### src/rtl/fetch_pkg.sv
// Shared types and constants for the RV32I program-counter / fetch stage.
//   fetch_state_t : fetch FSM encoding. S_TRAP is reachable only when the
//                   design is built with MISALIGN_TRAP_EN.
//   INST_NOP      : canonical NOP (addi x0, x0, 0), presented to decode
//                   while no instruction has been fetched since reset.
//   PC_STEP       : sequential PC increment, in bytes.
package fetch_pkg;

  typedef enum logic [1:0] {
    S_REQ  = 2'd0,
    S_HOLD = 2'd1,
    S_TRAP = 2'd2
  } fetch_state_t;

  localparam logic [31:0] INST_NOP = 32'h0000_0013;
  localparam logic [31:0] PC_STEP  = 32'd4;

endpackage

### src/rtl/pc_fetch_unit.sv
// Program counter and instruction fetch for the RV32I core.
//
// Runs a single-outstanding fetch to instruction memory, holds the fetched
// instruction and its PC for decode, and advances the PC only when execute
// reports completion.
//
// Optional build macro: MISALIGN_TRAP_EN
//   defined   : a taken branch/jump whose target has bit 1 set does not
//               update the PC; fetchMisalign latches high and the unit parks
//               in S_TRAP until reset.
//   undefined : target bits [1:0] are silently cleared; fetchMisalign is 0.
//
// state  | meaning
// -------+-----------------------------------------------------------------
// S_REQ  | imemReq high at address pc; waiting for imemRvalid
// S_HOLD | inst/pc valid for decode; waiting for execDone
// S_TRAP | misaligned target seen; no fetch, no valid, until reset
//
// Ports
//   clk, rst       core clock (rising edge), async active-high reset
//   nextPcSrc      1 = take brTarget, 0 = sequential (valid with execDone)
//   brTarget       branch/jump target from the ALU
//   execDone       current instruction finished this cycle
//   imemRdata      instruction-memory read data
//   imemRvalid     read data valid for the outstanding request
//   imemReq        fetch request, level, held until imemRvalid
//   imemAddr       fetch address (always pc)
//   inst, pc       instruction for decode and its address
//   pcPlus4        pc + 4 for link writeback
//   instValid      inst/pc valid
//   fetchMisalign  sticky misaligned-target trap flag
module pc_fetch_unit
  import fetch_pkg::*;
#(
  parameter int unsigned           XLEN     = 32,
  parameter logic [XLEN-1:0]       RESET_PC = 32'h0000_0000
) (
  input  logic            clk,
  input  logic            rst,
  input  logic            nextPcSrc,
  input  logic [XLEN-1:0] brTarget,
  input  logic            execDone,
  input  logic [XLEN-1:0] imemRdata,
  input  logic            imemRvalid,
  output logic            imemReq,
  output logic [XLEN-1:0] imemAddr,
  output logic [XLEN-1:0] inst,
  output logic [XLEN-1:0] pc,
  output logic [XLEN-1:0] pcPlus4,
  output logic            instValid,
  output logic            fetchMisalign
);

  fetch_state_t    state, state_nx;
  logic [XLEN-1:0] pc_nx;
  logic [XLEN-1:0] inst_nx;
  logic [XLEN-1:0] next_pc;

  // Next-PC mux. JALR clears bit 0; the word-aligned fetch also drops bit 1.
  // The sequential add wraps naturally at 2^32.
  always_comb begin
    next_pc = pc + PC_STEP;
    if (nextPcSrc) begin
      next_pc = {brTarget[XLEN-1:1], 1'b0} & ~32'h3;
    end
  end

`ifdef MISALIGN_TRAP_EN
  logic misalign_q, misalign_nx;
`endif

  always_comb begin
    state_nx = state;
    pc_nx    = pc;
    inst_nx  = inst;
`ifdef MISALIGN_TRAP_EN
    misalign_nx = misalign_q;
`endif
    case (state)
      S_REQ: begin
        // execDone is meaningless here: nothing is in execute yet.
        if (imemRvalid) begin
          inst_nx  = imemRdata;
          state_nx = S_HOLD;
        end
      end
      S_HOLD: begin
        // A stray imemRvalid here has no request behind it and is dropped.
        if (execDone) begin
`ifdef MISALIGN_TRAP_EN
          if (nextPcSrc && brTarget[1]) begin
            misalign_nx = 1'b1;
            state_nx    = S_TRAP;
          end else begin
            pc_nx    = next_pc;
            state_nx = S_REQ;
          end
`else
          pc_nx    = next_pc;
          state_nx = S_REQ;
`endif
        end
      end
`ifdef MISALIGN_TRAP_EN
      S_TRAP: begin
        state_nx = S_TRAP;
      end
`endif
      default: begin
        state_nx = S_REQ;
      end
    endcase
  end

  always_ff @(posedge clk or posedge rst) begin
    if (rst) begin
      state <= S_REQ;
      pc    <= RESET_PC;
      inst  <= INST_NOP;
    end else begin
      state <= state_nx;
      pc    <= pc_nx;
      inst  <= inst_nx;
    end
  end

`ifdef MISALIGN_TRAP_EN
  always_ff @(posedge clk or posedge rst) begin
    if (rst) begin
      misalign_q <= 1'b0;
    end else begin
      misalign_q <= misalign_nx;
    end
  end
  assign fetchMisalign = misalign_q;
`else
  assign fetchMisalign = 1'b0;
`endif

  // Gating with rst keeps the request low during reset and lets it rise
  // combinationally in the first cycle after release.
  assign imemReq   = (state == S_REQ) && !rst;
  assign imemAddr  = pc;
  assign pcPlus4   = pc + PC_STEP;
  assign instValid = (state == S_HOLD);

endmodule

### config.mk
export PLATFORM = sky130hd
export DESIGN_NAME = pc_fetch_unit
export DESIGN_NICKNAME = d
export VERILOG_FILES = /design/src/rtl/fetch_pkg.sv /design/src/rtl/pc_fetch_unit.sv
export SDC_FILE = /design/constraint.sdc
export NUM_CORES = 1
export LEC_CHECK = 0
export ABC_AREA = 0
export CAP_MARGIN = 20
export CORE_ASPECT_RATIO = 2
export CORE_MARGIN = 2
export CORE_UTILIZATION = 37
export CTS_CLUSTER_DIAMETER = 80
export DETAILED_ROUTE_END_ITERATION = 8
export PLACE_DENSITY = 0.78
export SYNTH_ARGS = -nofsm -noshare
export SYNTH_HDL_FRONTEND = slang
export SYNTH_SLANG_ARGS = --single-unit
export TNS_END_PERCENT = 1
### constraint.sdc
create_clock -name clk -period 2.45 [get_ports clk]
set_clock_uncertainty 0.1 [all_clocks]
set_input_delay 0.3675 -clock clk [delete_from_list [all_inputs] [get_ports clk]]
set_output_delay 0.3675 -clock clk [all_outputs]
set_load 0.05 [all_outputs]
==> After elaboration in Yosys (flattened, before gate mapping) <==
Index checks and enable logic that the tools add are counted.
{ "totals": {"ff_bits": 66, "input_bits": 69, "out_inout_bits": 131, "word_cells": 17} }
{ "op_classes": {"n_addsub": 1, "n_eq_ne": 3, "n_mux": 4, "reduce_logical": 6} }
{ "ops": {"columns": ["cell", "count"], "rows": [
  ["32-bit by 3-bit adder with 32-bit output (second input constant)", 1],
  ["32-bit two-way mux", 1],
  ["2-bit AND reduction", 3],
  ["2-bit two-way mux", 2],
  ["2-bit != test (second input constant)", 2],
  ["2-bit case mux with 2 select lines", 1],
  ["2-bit by 1-bit equality test with 1-bit output (second input constant)", 1],
  ["2-bit zero test", 1],
  ["1-bit logical AND", 1],
  ["1-bit zero test", 1]
]} }

==> Depth between registers and ports, before layout <==
{ "logic_depth": {"word_depth": 3, "mapped_depth": 6, "ltp_nobuf": 5} }

==> Worst setup path before layout <==
Ideal clock, no wire load.
{ "synth_path": {"kind": "register to output", "from": "register pc[5], in the netlist imemAddr[5]", "to": "output port pcPlus4[29]", "arrival_time_ns": 2.928, "t_required_ns": 1.982, "slack_ns": -0.945, "path_stages_with_launch": 7, "path_buffers": 2, "path_cell_list": "dfrtp_1 -> clkbuf_2 -> nand2_1 -> or2_2 -> clkbuf_1 -> or4_1 -> xnor2_1"} }
{ "synth_between": {"elab_chain_len": 1} }
{ "synth_lines": {"columns": ["item", "line_no", "text"], "rows": [
  ["start: declaration", "pc_fetch_unit.sv:48", "output logic [XLEN-1:0] pc,"],
  ["start signal: assignment", "pc_fetch_unit.sv:122", "pc <= pc_nx;"],
  ["32-bit by 3-bit adder with 32-bit output", "pc_fetch_unit.sv:144", "assign pcPlus4 = pc + PC_STEP;"],
  ["end: declaration", "pc_fetch_unit.sv:49", "output logic [XLEN-1:0] pcPlus4,"]
]} }
No other way between the ends.

==> Worst setup path after layout <==
{ "layout_path": {"from": "register pc[3], in the netlist imemAddr[3]", "to": "output port pcPlus4[26]"} }
The elaborated chain is that of the path after synthesis.

==> metrics.log <==
INFO  metric vias_per_cell = between 5 and 6
INFO  metric area_growth_syn_to_layout = 76.1%
INFO  metric yosysSeqAreaShare = 0.401
INFO  metric violations_in_the_final_reports = setup timing
INFO  metric synth-warning-count = 0
INFO  metric synth_cell_area = slightly below 4000 um^2
INFO  metric drt-total-wl = about 13 mm
INFO  metric critPathArrivalTime = between 2 and 2.5 ns
INFO  metric setup.worst_path.end_class = output pin
INFO  metric worst_pin_slew = 0.531 ns
INFO  metric placementRows = 53
INFO  metric post-synth-top-area-cell = sky130_fd_sc_hd__dfrtp_1
INFO  metric required = around 2.0 ns
INFO  metric cts_setup_buffers = 0
INFO  metric crit_slowest_cell = sky130_fd_sc_hd__or4_4
INFO  metric clock_sinks = 63
INFO  metric outcome = finished with violations
INFO  metric groute.usage.overall = 0.231
INFO  metric nets = 670
INFO  metric synthDominantCellAreaShare = 0.381
INFO  metric numPortBuffers = 190
INFO  metric cts-hold-fix-buffers = 0
INFO  metric max_freq = 0.367 GHz
INFO  metric syn_inst = approximately 420
INFO  metric drt_first_iter_violations = approximately 240
INFO  metric slew_headroom = 0.645
INFO  metric maxSlewViolCount = 0
INFO  metric biggest_cell_delay_along_the_critical_path = 0.63 ns
INFO  metric critPathLaunchType = flop
INFO  metric syn-mean-instance-area = 9.42 um^2
INFO  metric drt-wirelength-per-cell = approximately 18 um
INFO  metric vias_in_the_first_global_route = about 4,000
INFO  metric gp_congestion = approximately 0.86
INFO  metric power_density = ~1100 nW/um^2
INFO  metric tritoncts.num_buffers = 9
INFO  metric synth_cell_type_count = 50
INFO  metric clk_pin_slew = around 0.060 ns
INFO  metric design.core.area = between 10,000 and 15,000 um^2
INFO  metric clock_tree_from_tritoncts = built
INFO  metric worstReg2RegStart = imemAddr[3]
INFO  metric initial_core_util = 0.378
INFO  metric critical_path_peak_fanout = 10
INFO  metric ys_dominant_reg_cell = sky130_fd_sc_hd__dfrtp_1
INFO  metric rsz_0062_raised_after_global_routing = yes
INFO  metric clock_tree.buffer_depth = 2
INFO  metric timing.hold.worst.class = in -> async
INFO  metric timing.final.crit_period = around 2.7 ns
INFO  metric critPathKind = reg -> out
INFO  metric routed_via_count = about 4,000
INFO  metric floorplan.die.width = approximately 77 um
INFO  metric initial_antenna_violation_count = 0
INFO  metric peak_ir_drop_on_the_vdd_network = between 700 and 800 uV
INFO  metric top_level_ports = 200
INFO  metric grt_max_degree = 46
INFO  metric layout_cell_share_with_drive_strength_beyond_1 = 0.311
INFO  metric max_cap_violations = 0
INFO  metric drc_viols = 0
INFO  metric cp_cell_sequence = ha_4 -> nand4_4 -> or4_4 -> nor3_4 -> xor2_4 -> buf_12
INFO  metric setup_ws = -0.276 ns
INFO  metric hold-worst-slack = 0.290 ns
INFO  metric global_route_wire_length_before_repair = around 21 mm
INFO  metric synth_enable_flop_cells = 0
INFO  metric postRouteAntennaNets = 0
INFO  metric die_height = between 100 and 150 um
INFO  metric fill_cells = 798
INFO  metric root_buffer = sky130_fd_sc_hd__clkbuf_16
INFO  metric yosys_register_bits = 63
INFO  metric crit_start = imemAddr[3]
INFO  metric ys_async_sr_fraction = 1.00
INFO  metric total_leakage_power = ~2.8 nW
INFO  metric synthTopCellsByArea = sky130_fd_sc_hd__dfrtp_1 (38%), sky130_fd_sc_hd__mux2_2 (9.2%), sky130_fd_sc_hd__buf_4 (7.2%), sky130_fd_sc_hd__xnor2_1 (4.7%), sky130_fd_sc_hd__a21oi_1 (2.9%)
INFO  metric hold_viol = 0
INFO  metric number_of_setup_violations_in_the_final_report = 11
INFO  metric post-route-period-util = 1.11
INFO  metric fin_tns_setup = -1.19 ns
INFO  metric clk_latency = about 0.33 ns
INFO  metric antenna_cells = 0
INFO  metric first_pass_drt_iterations = 5
INFO  metric htreeDepth = 3
INFO  metric detailed_place_hpwl = 10.3 mm
INFO  metric die-area = between 10,000 and 15,000 um^2
INFO  metric grt-ovfl-total = 0
-- sequential cells by signal (all words and copies together) (netlist names) --
signal and flops:
imemAddr 30, inst 32, state 1
-- cell type report --
cell class,instances,area [um^2],area share
multi-input cells,280,2290,0.331
clock buffers,10,229,0.0330
clock inverters,6,95.1,0.0137
repair buffers,235,2500,0.361
flip-flops and latches,63,1600,0.231
inverters,11,41.3,0.00596
well taps,137,171,0.0247
-- stage by stage --
| stage | area, um^2 | power (mW) | instances | worst slack, ns | util |
|---|---|---|---|---|---|
| 3_3_place_gp | 6540 | 5.99 | 726 | 0.122 | 0.629 |
| 6_report | 6930 | 7.45 | 742 | -0.276 | 0.666 |
| 5_1_grt | 6930 | 7.72 | 742 | -0.339 | 0.666 |
| 2_1_floorplan | 4310 | 4.53 | 424 | -0.170 | - |
| 4_1_cts | 6890 | 7.48 | 742 | -0.289 | 0.662 |
| 3_5_place_dp | 6540 | 6.08 | 726 | 0.0761 | 0.629 |
-- critical path: cells and delay by family (launching register included) --
| kind | cells | cell delay (ns) |
|---|---|---|
| AND/OR/NAND/NOR | 3 | 1.02 |
| adder cells (fa/ha/maj) | 1 | 0.18 |
| buffers and inverters | 1 | 0.15 |
| XOR/XNOR | 1 | 0.19 |
| flip-flops | 1 | 0.38 |
-- placed cells by master (no fill, tap or decap), types with 13 or more instances in the layout --
master,synthesis,final
sky130_fd_sc_hd__clkdlybuf4s50_1,0,160
sky130_fd_sc_hd__mux2_2,32,32
sky130_fd_sc_hd__nor2_1,17,17
sky130_fd_sc_hd__dfrtp_2,0,19
sky130_fd_sc_hd__buf_4,38,47
sky130_fd_sc_hd__dfrtp_1,60,41
sky130_fd_sc_hd__a21oi_1,23,23
sky130_fd_sc_hd__buf_12,0,27
sky130_fd_sc_hd__nand4_1,13,13
sky130_fd_sc_hd__nand3_1,18,17
sky130_fd_sc_hd__nand2_1,24,23
sky130_fd_sc_hd__and3_1,15,14
-- where the power goes --
| group | switching [mW] | total (mW) | internal (mW) |
|---|---|---|---|
| clock network | 0.482 | 1.38 | 0.897 |
| registers | 0.281 | 1.61 | 1.33 |
| logic | 2.79 | 4.47 | 1.68 |
-- cell usage after synthesis, drive strengths merged, types with 14 or more instances --
| cell | instances |
|---|---|
| a21oi | 23 |
| and3 | 15 |
| buf | 44 |
| clkbuf | 26 |
| dfrtp | 60 |
| mux2 | 32 |
| nand2 | 24 |
| nand3 | 19 |
| nand4 | 14 |
| nor2 | 17 |
| nor3 | 14 |
| xnor2 | 21 |
-- layer usage --
metal  global-route usage  wire length, um
met1                0.232             4300
met3               0.0537              988
met4               0.0909              352
met2                0.449             7750
met5                    0                0
-- kinds of logic after synthesis --
logic type,after synthesis,synth area share
AOI/OAI and AO/OA,76,0.132
xor gates and xnor gates,28,0.0623
adders and majority gates,1,0.00318
buffers and inverters,81,0.116
DFF,63,0.401
muxes,34,0.0966
other,1,0.000953
and+or+nand+nor,134,0.188
-- worst paths after layout --
path / endpoint / slack [ns] / depth (start not counted)
worst max-delay path: pcPlus4[26] / -0.28 / 6
worst min-delay path: inst[17] / 0.29 / 2
worst max register to register: imemAddr[26] / 0.22 / 5
worst min register to register: inst[11] / 0.40 / 1
max in group asynchronous: inst[0] / 1.30 / 3
min in group clk: inst[11] / 0.40 / 1
-- timing repair --
action / 4_1_cts / 5_1_grt
endpoints found under the setup margin: 16 / 22
pin swaps: 3 / 1
endpoints found under the hold margin: 0 / 0
resized for setup: 7 / 7
Note: power is estimated with default switching activity, not from simulation.
